--- src/rtl/alu_pkg.sv ---
// Shared definitions for the ALU arbiter: op codes, FSM encoding, counter width.
package alu_pkg;

  localparam logic [2:0] OP_AND = 3'b000;
  localparam logic [2:0] OP_OR  = 3'b001;
  localparam logic [2:0] OP_ADD = 3'b010;
  localparam logic [2:0] OP_SUB = 3'b011;
  localparam logic [2:0] OP_MUL = 3'b100;

  typedef enum logic {
    ST_IDLE = 1'b0,
    ST_EXEC = 1'b1
  } state_t;

  // Wide enough for MUL_LAT-1 with MUL_LAT up to 15.
  localparam int CNT_W = 4;

  // Legal op codes run from OP_AND through OP_MUL; anything higher is rejected.
  function automatic logic op_legal(input logic [2:0] op);
    return (op <= OP_MUL);
  endfunction

endpackage

--- src/rtl/alu_arbiter_if.sv ---
// Bundle of the two requester ports, the result return and the shared ALU port.
interface alu_arbiter_if #(
  parameter int WIDTH = 32
);
  logic             req0_i;
  logic [2:0]       ctrl0_i;
  logic [WIDTH-1:0] a0_i;
  logic [WIDTH-1:0] b0_i;
  logic             req1_i;
  logic [2:0]       ctrl1_i;
  logic [WIDTH-1:0] a1_i;
  logic [WIDTH-1:0] b1_i;
  logic             gnt0_o;
  logic             gnt1_o;
  logic             done0_o;
  logic             done1_o;
  logic             err_o;
  logic [WIDTH-1:0] result_o;
  logic             zero_o;
  logic [WIDTH-1:0] alu_data1_o;
  logic [WIDTH-1:0] alu_data2_o;
  logic [2:0]       alu_ctrl_o;
  logic [WIDTH-1:0] alu_data_i;
  logic             alu_zero_i;

  // The arbiter side.
  modport slave (
    input  req0_i, ctrl0_i, a0_i, b0_i, req1_i, ctrl1_i, a1_i, b1_i,
           alu_data_i, alu_zero_i,
    output gnt0_o, gnt1_o, done0_o, done1_o, err_o, result_o, zero_o,
           alu_data1_o, alu_data2_o, alu_ctrl_o
  );

  // The environment side: requesters plus the ALU itself.
  modport master (
    output req0_i, ctrl0_i, a0_i, b0_i, req1_i, ctrl1_i, a1_i, b1_i,
           alu_data_i, alu_zero_i,
    input  gnt0_o, gnt1_o, done0_o, done1_o, err_o, result_o, zero_o,
           alu_data1_o, alu_data2_o, alu_ctrl_o
  );
endinterface

--- src/rtl/alu_arbiter_rr_arb2.sv ---
// Combinational two-way round-robin picker; last_i names the requester served last.
module rr_arb2 (
  input  logic [1:0] req_i,
  input  logic       last_i,
  output logic [1:0] gnt_o
);
  // A lone request wins outright; on contention the one not served last wins.
  assign gnt_o[0] = req_i[0] & (~req_i[1] |  last_i);
  assign gnt_o[1] = req_i[1] & (~req_i[0] | ~last_i);
endmodule

--- src/rtl/alu_arbiter.sv ---
// Shares one combinational ALU between two requesters with round-robin grants.
module alu_arbiter
  import alu_pkg::*;
#(
  parameter int WIDTH   = 32,
  parameter int MUL_LAT = 3
) (
  input  logic          clk_i,
  input  logic          rst_i,
  alu_arbiter_if.slave  bus
);

  state_t             state_q, state_d;
  logic               last_q, last_d;
  logic               owner_q, owner_d;
  logic               illegal_q, illegal_d;
  logic [CNT_W-1:0]   cnt_q, cnt_d;
  logic [WIDTH-1:0]   a_q, a_d, b_q, b_d;
  logic [2:0]         ctrl_q, ctrl_d;
  logic [WIDTH-1:0]   result_q, result_d;
  logic               zero_q, zero_d;
  logic               gnt0_q, gnt0_d, gnt1_q, gnt1_d;
  logic               done0_q, done0_d, done1_q, done1_d;
  logic               err_q, err_d;

  logic [1:0]         pick;
  logic [2:0]         win_ctrl;
  logic [WIDTH-1:0]   win_a, win_b;

  rr_arb2 u_rr_arb2 (
    .req_i  ({bus.req1_i, bus.req0_i}),
    .last_i (last_q),
    .gnt_o  (pick)
  );

  assign win_ctrl = pick[1] ? bus.ctrl1_i : bus.ctrl0_i;
  assign win_a    = pick[1] ? bus.a1_i    : bus.a0_i;
  assign win_b    = pick[1] ? bus.b1_i    : bus.b0_i;

  // State register.
  // NOTE: sequential state uses non-blocking assignments so every register samples pre-edge values.
  always_ff @(posedge clk_i or posedge rst_i) begin
    if (rst_i) state_q <= ST_IDLE;
    else       state_q <= state_d;
  end

  // Next-state logic: leave IDLE on any request, leave EXEC when the hold count expires.
  // NOTE: the default assignment first keeps this block free of inferred latches.
  always_comb begin
    state_d = state_q;
    unique case (state_q)
      ST_IDLE: if (|pick)        state_d = ST_EXEC;
      ST_EXEC: if (cnt_q == '0)  state_d = ST_IDLE;
      default:                   state_d = ST_IDLE;
    endcase
  end

  // Datapath next values: latch the winner on grant, return the result on completion.
  always_comb begin
    last_d    = last_q;
    owner_d   = owner_q;
    illegal_d = illegal_q;
    cnt_d     = cnt_q;
    a_d       = a_q;
    b_d       = b_q;
    ctrl_d    = ctrl_q;
    result_d  = result_q;
    zero_d    = zero_q;
    gnt0_d    = 1'b0;
    gnt1_d    = 1'b0;
    done0_d   = 1'b0;
    done1_d   = 1'b0;
    err_d     = 1'b0;
    if (state_q == ST_IDLE) begin
      if (|pick) begin
        owner_d   = pick[1];
        last_d    = pick[1];
        illegal_d = !op_legal(win_ctrl);
        // An illegal code never reaches the ALU; it sees a harmless AND instead.
        ctrl_d    = op_legal(win_ctrl) ? win_ctrl : OP_AND;
        a_d       = win_a;
        b_d       = win_b;
        cnt_d     = (win_ctrl == OP_MUL) ? CNT_W'(MUL_LAT - 1) : '0;
        gnt0_d    = pick[0];
        gnt1_d    = pick[1];
      end
    end else begin
      if (cnt_q != '0) begin
        cnt_d = cnt_q - 1'b1;
      end else begin
        result_d = illegal_q ? '0   : bus.alu_data_i;
        zero_d   = illegal_q ? 1'b1 : bus.alu_zero_i;
        done0_d  = ~owner_q;
        done1_d  = owner_q;
        err_d    = illegal_q;
      end
    end
  end

  // Datapath registers.
  // NOTE: operand and result registers are reset too, because every output must read 0 in reset.
  always_ff @(posedge clk_i or posedge rst_i) begin
    if (rst_i) begin
      last_q    <= 1'b1;
      owner_q   <= 1'b0;
      illegal_q <= 1'b0;
      cnt_q     <= '0;
      a_q       <= '0;
      b_q       <= '0;
      ctrl_q    <= OP_AND;
      result_q  <= '0;
      zero_q    <= 1'b0;
      gnt0_q    <= 1'b0;
      gnt1_q    <= 1'b0;
      done0_q   <= 1'b0;
      done1_q   <= 1'b0;
      err_q     <= 1'b0;
    end else begin
      last_q    <= last_d;
      owner_q   <= owner_d;
      illegal_q <= illegal_d;
      cnt_q     <= cnt_d;
      a_q       <= a_d;
      b_q       <= b_d;
      ctrl_q    <= ctrl_d;
      result_q  <= result_d;
      zero_q    <= zero_d;
      gnt0_q    <= gnt0_d;
      gnt1_q    <= gnt1_d;
      done0_q   <= done0_d;
      done1_q   <= done1_d;
      err_q     <= err_d;
    end
  end

  // Output decode: every output is a register image.
  always_comb begin
    bus.gnt0_o      = gnt0_q;
    bus.gnt1_o      = gnt1_q;
    bus.done0_o     = done0_q;
    bus.done1_o     = done1_q;
    bus.err_o       = err_q;
    bus.result_o    = result_q;
    bus.zero_o      = zero_q;
    bus.alu_data1_o = a_q;
    bus.alu_data2_o = b_q;
    bus.alu_ctrl_o  = ctrl_q;
  end

endmodule

--- src/flat_wrapper.sv ---
// flat-port wrapper written by rule: the top's interface ports become plain ports
module alu_arbiter_flat import alu_pkg::*;
#(
  parameter int WIDTH   = 32,
  parameter int MUL_LAT = 3
)
  (clk_i, rst_i, bus_req0_i, bus_ctrl0_i, bus_a0_i, bus_b0_i, bus_req1_i, bus_ctrl1_i, bus_a1_i, bus_b1_i, bus_alu_data_i, bus_alu_zero_i, bus_gnt0_o, bus_gnt1_o, bus_done0_o, bus_done1_o, bus_err_o, bus_result_o, bus_zero_o, bus_alu_data1_o, bus_alu_data2_o, bus_alu_ctrl_o);
  alu_arbiter_if #(.WIDTH(WIDTH)) bus_i ();
  input  logic clk_i;
  input  logic rst_i;
  input wire logic [$bits(bus_i.req0_i)-1:0] bus_req0_i;
  input wire logic [$bits(bus_i.ctrl0_i)-1:0] bus_ctrl0_i;
  input wire logic [$bits(bus_i.a0_i)-1:0] bus_a0_i;
  input wire logic [$bits(bus_i.b0_i)-1:0] bus_b0_i;
  input wire logic [$bits(bus_i.req1_i)-1:0] bus_req1_i;
  input wire logic [$bits(bus_i.ctrl1_i)-1:0] bus_ctrl1_i;
  input wire logic [$bits(bus_i.a1_i)-1:0] bus_a1_i;
  input wire logic [$bits(bus_i.b1_i)-1:0] bus_b1_i;
  input wire logic [$bits(bus_i.alu_data_i)-1:0] bus_alu_data_i;
  input wire logic [$bits(bus_i.alu_zero_i)-1:0] bus_alu_zero_i;
  output wire logic [$bits(bus_i.gnt0_o)-1:0] bus_gnt0_o;
  output wire logic [$bits(bus_i.gnt1_o)-1:0] bus_gnt1_o;
  output wire logic [$bits(bus_i.done0_o)-1:0] bus_done0_o;
  output wire logic [$bits(bus_i.done1_o)-1:0] bus_done1_o;
  output wire logic [$bits(bus_i.err_o)-1:0] bus_err_o;
  output wire logic [$bits(bus_i.result_o)-1:0] bus_result_o;
  output wire logic [$bits(bus_i.zero_o)-1:0] bus_zero_o;
  output wire logic [$bits(bus_i.alu_data1_o)-1:0] bus_alu_data1_o;
  output wire logic [$bits(bus_i.alu_data2_o)-1:0] bus_alu_data2_o;
  output wire logic [$bits(bus_i.alu_ctrl_o)-1:0] bus_alu_ctrl_o;
  assign bus_i.req0_i = bus_req0_i;
  assign bus_i.ctrl0_i = bus_ctrl0_i;
  assign bus_i.a0_i = bus_a0_i;
  assign bus_i.b0_i = bus_b0_i;
  assign bus_i.req1_i = bus_req1_i;
  assign bus_i.ctrl1_i = bus_ctrl1_i;
  assign bus_i.a1_i = bus_a1_i;
  assign bus_i.b1_i = bus_b1_i;
  assign bus_i.alu_data_i = bus_alu_data_i;
  assign bus_i.alu_zero_i = bus_alu_zero_i;
  assign bus_gnt0_o = bus_i.gnt0_o;
  assign bus_gnt1_o = bus_i.gnt1_o;
  assign bus_done0_o = bus_i.done0_o;
  assign bus_done1_o = bus_i.done1_o;
  assign bus_err_o = bus_i.err_o;
  assign bus_result_o = bus_i.result_o;
  assign bus_zero_o = bus_i.zero_o;
  assign bus_alu_data1_o = bus_i.alu_data1_o;
  assign bus_alu_data2_o = bus_i.alu_data2_o;
  assign bus_alu_ctrl_o = bus_i.alu_ctrl_o;
  alu_arbiter #(.WIDTH(WIDTH), .MUL_LAT(MUL_LAT)) u_core (.clk_i(clk_i), .rst_i(rst_i), .bus(bus_i));
endmodule
--- config.mk ---
export PLATFORM = sky130hd
export DESIGN_NAME = alu_arbiter_flat
export DESIGN_NICKNAME = d
export VERILOG_FILES = /design/src/rtl/alu_pkg.sv /design/src/rtl/alu_arbiter_if.sv /design/src/rtl/alu_arbiter_rr_arb2.sv /design/src/rtl/alu_arbiter.sv /design/src/flat_wrapper.sv
export SDC_FILE = /design/constraint.sdc
export NUM_CORES = 1
export LEC_CHECK = 0
export ABC_AREA = 1
export CORE_MARGIN = 2
export CORE_UTILIZATION = 39
export DETAILED_ROUTE_END_ITERATION = 7
export PLACE_DENSITY = 0.81
export REMOVE_ABC_BUFFERS = 1
export SKIP_CTS_REPAIR_TIMING = 1
export SLEW_MARGIN = 20
export SYNTH_ARGS = -nofsm -noshare
export SYNTH_HDL_FRONTEND = slang
export SYNTH_SLANG_ARGS = --single-unit
--- constraint.sdc ---
create_clock -name clk_i -period 4.03 [get_ports clk_i]
set_input_delay 0.403 -clock clk_i [delete_from_list [all_inputs] [get_ports clk_i]]
set_output_delay 0.403 -clock clk_i [all_outputs]
set_load 0.01 [all_outputs]
==> flow_metrics.tcl <==
set metrics [dict create \
    worst_pin_slew_ns 0.971 \
    yosysTopAreaCell "dfrtp_1" \
    min_path_cells 3 \
    r2r-end "u_core.bus.alu_data1_o[24]" \
    finalSetupTns_ns 0 \
    fp-row-count 41 \
    async_reset_ff_share_pct 100 \
    max_freq_mhz 495 \
    crit_chain "clkdlybuf4s50_1, inv_1, nor2_1, nand2_1, nand2_4, buf_12, nor2_1, a31oi_1" \
    worstSetupStartpointType "primary input" \
    synth_flop_cell "dfrtp_1" \
    layout_commonest_cell "clkdlybuf4s50_1" \
    path_max_fanout 82 \
    worstSetupEndpointType "flop" \
    synth_area_mm2 0.00500 \
    ys_types 23 \
    netlist.area_leader.share_pct 56.0 \
    regToRegSetupSlack_ns 2.02 \
    syn2layout_area_growth_pct 69.8 \
    p_leak_nw 3.72 \
    n_antenna_cell 0 \
    ys_seq_elements 113 \
    cts_buffers 17 \
    r2r-start "u_core.state_q" \
    worstHoldEndpoint "u_core.bus.gnt1_o" \
    hold_viol 0 \
    slew_viol_final 0 \
    hp-start "bus_req1_i" \
    post-route-period-util_pct 50.1 \
    cp.arrival_ns 2.35 \
    vias_per_cell 4.97 \
    antenna_found_initial 0 \
    period_needed_ns 2.02 \
    cts_buffer_depth 2 \
    grt_start_max_net_pins 83 \
    yosysSeqAreaShare_pct 56.5 \
    most-common-layout-cells "clkdlybuf4s50_1 (274), nand2_1 (151), dfrtp_1 (112)" \
    die_h_um 117 \
    design.die.area_mm2 0.0138 \
    drt-initial-drc-count 340 \
    grt_first_pass_wirelength_um 24100 \
    setup_slack_ns 2.01 \
    cts_num_sinks 113 \
    reg2regPathDepth 6 \
    critPathTopFamily "simple AND/OR/NAND/NOR gates" \
    drv_cap 0 \
    num-nets-final 1013 \
    synth-edff-count 0 \
    coreArea_mm2 0.0126 \
    io_pins 276 \
    hpwl_um 11100 \
    yosysWarnings 0 \
    cts_tree "built" \
    slew_headroom_pct 34.9 \
    die-width_um 117 \
    synth_area_leaders "dfrtp_1 (56%), nand2_1 (11%), nand3_1 (10%), a31oi_1 (8.0%), nor2_1 (5.3%)" \
    worst-path-buf-inv 3 \
    htree_levels 4 \
    setup_viol 0 \
    first_pass_iters 5 \
    status "completed" \
    vdd_drop_max_uv 440 \
    rsz0062_at_grt "no" \
    critPathKind "primary input to flop" \
    syn_avg_cell_area_um2 8.55 \
    initial_core_util_pct 39.8 \
    max_stage_delay_ns 0.59 \
    overflow 0 \
    p_per_area_mw_per_mm2 755 \
    cts_root_buf "clkbuf_16" \
    place.gp.congestion 0.801 \
    worst_hold_path_type "primary input to flop" \
    drc 0 \
    synthesis.instances 585 \
    grt_use_total_pct 22.9 \
    drtAntennaViolNets 0 \
    wl_per_cell_um 15.4 \
    drive_above_1_share_pct 5.62 \
    place_ws_ns 1.59 \
    finClkSkew_ns 0.00767 \
    clkTransAtPathRegs_ns 0.05 \
    grt_pass1_vias 4922 \
    slowest_stage "nand2_4" \
    routed_wl_um 15900 \
    critPathRequiredTime_ns 4.36 \
    via_count 5102 \
    cp_common_cell "nor2_1" \
    insertion_delay_ns 0.41 \
    io_buffers 275 \
]
-- layout make-up --
| type | count | area, µm² |
|---|---|---|
| Fill cell | 1034 | 4070 |
| Sequential cell | 113 | 2830 |
| Timing Repair Buffer | 282 | 2810 |
| Multi-Input combinational cell | 408 | 1880 |
| Clock buffer | 20 | 457 |
| Clock inverter | 12 | 229 |
| Tap cell | 172 | 215 |
| Inverter | 19 | 73.8 |
-- how the worst max path moves through the flow --
stage                                       to             from  cells past startpoint  slack, ns
floorplan                     u_core.illegal_q    u_core.last_q                      7       0.53
global placement    u_core.bus.alu_data2_o[18]       bus_req0_i                      8       1.65
detailed placement  u_core.bus.alu_data2_o[13]       bus_req0_i                      8       1.59
CTS                 u_core.bus.alu_data2_o[13]   u_core.state_q                      6       2.01
global route           u_core.bus.result_o[14]  u_core.cnt_q[0]                      7       1.80
finish              u_core.bus.alu_data1_o[24]       bus_req0_i                      8       2.01
-- per-layer routing --
layer	part of all wire, %	track usage, %	wire [µm]	vias up
li1	-	-	-	2477
met1	37	25.1	5800	2381
met2	50	39.4	7900	227
met3	12	10.8	1920	17
met4	1.5	6.82	234	0
met5	0	0	0	-
-- cell usage after synthesis (2+ instances only) --
cell type / n
nor2_1: 70
buf_6: 4
nor2_2: 2
o21ai_0: 9
inv_1: 17
clkbuf_1: 16
nand3_1: 103
dfrtp_1: 112
buf_2: 23
nand2_1: 153
a31oi_1: 64
-- registers in the layout, summed over array words and instances, names as in the netlist --
signal	flops
u_core.bus.alu_ctrl_o	3
u_core.bus.alu_data1_o	32
u_core.bus.alu_data2_o	32
u_core.bus.done0_o	1
u_core.bus.done1_o	1
u_core.bus.err_o	1
u_core.bus.gnt0_o	1
u_core.bus.gnt1_o	1
u_core.bus.result_o	32
u_core.bus.zero_o	1
u_core.cnt_q	4
u_core.illegal_q	1
u_core.last_q	1
u_core.owner_q	1
u_core.state_q	1
-- cells by family (layout without fill, tap and decap cells) --
logic type / Yosys count / count (layout) / share of synthesized area, %
simple gates: 331 / 331 / 27.8
compound gates: 74 / 74 / 9.03
xor+xnor: 2 / 2 / 0.350
buf+inv: 64 / 333 / 6.08
fa+ha+maj: 1 / 1 / 0.250
flops: 113 / 113 / 56.5
-- through the flow --
stage	cells	hold slack (ns)	power, mW	area [µm²]	util [%]
after CTS	1026	0.397	6.47	8500	67.6
after global routing	1026	0.401	6.85	8500	67.6
final	1026	0.403	6.41	8500	67.6
after global placement	994	0.407	4.65	7810	62.2
after floorplan	540	0.403	3.20	4770	-
after detailed placement	994	0.415	4.71	7810	62.2
-- report_power, final --
group	leakage, nW	switching [mW]	internal (mW)
registers	1.33	0.283	1.68
logic	2.06	1.34	1.38
clock network	0.323	0.530	1.20
-- worst reg2reg max path: cells and delay by family, from the launching register on --
family | cells | cell delay, ns
flip-flops | 1 | 0.43
AO/OA/AOI/OAI | 1 | 0.15
AND/OR/NAND/NOR | 3 | 0.85
buffers and inverters | 2 | 0.51
No activity file was read; power rests on OpenSTA's default activity.
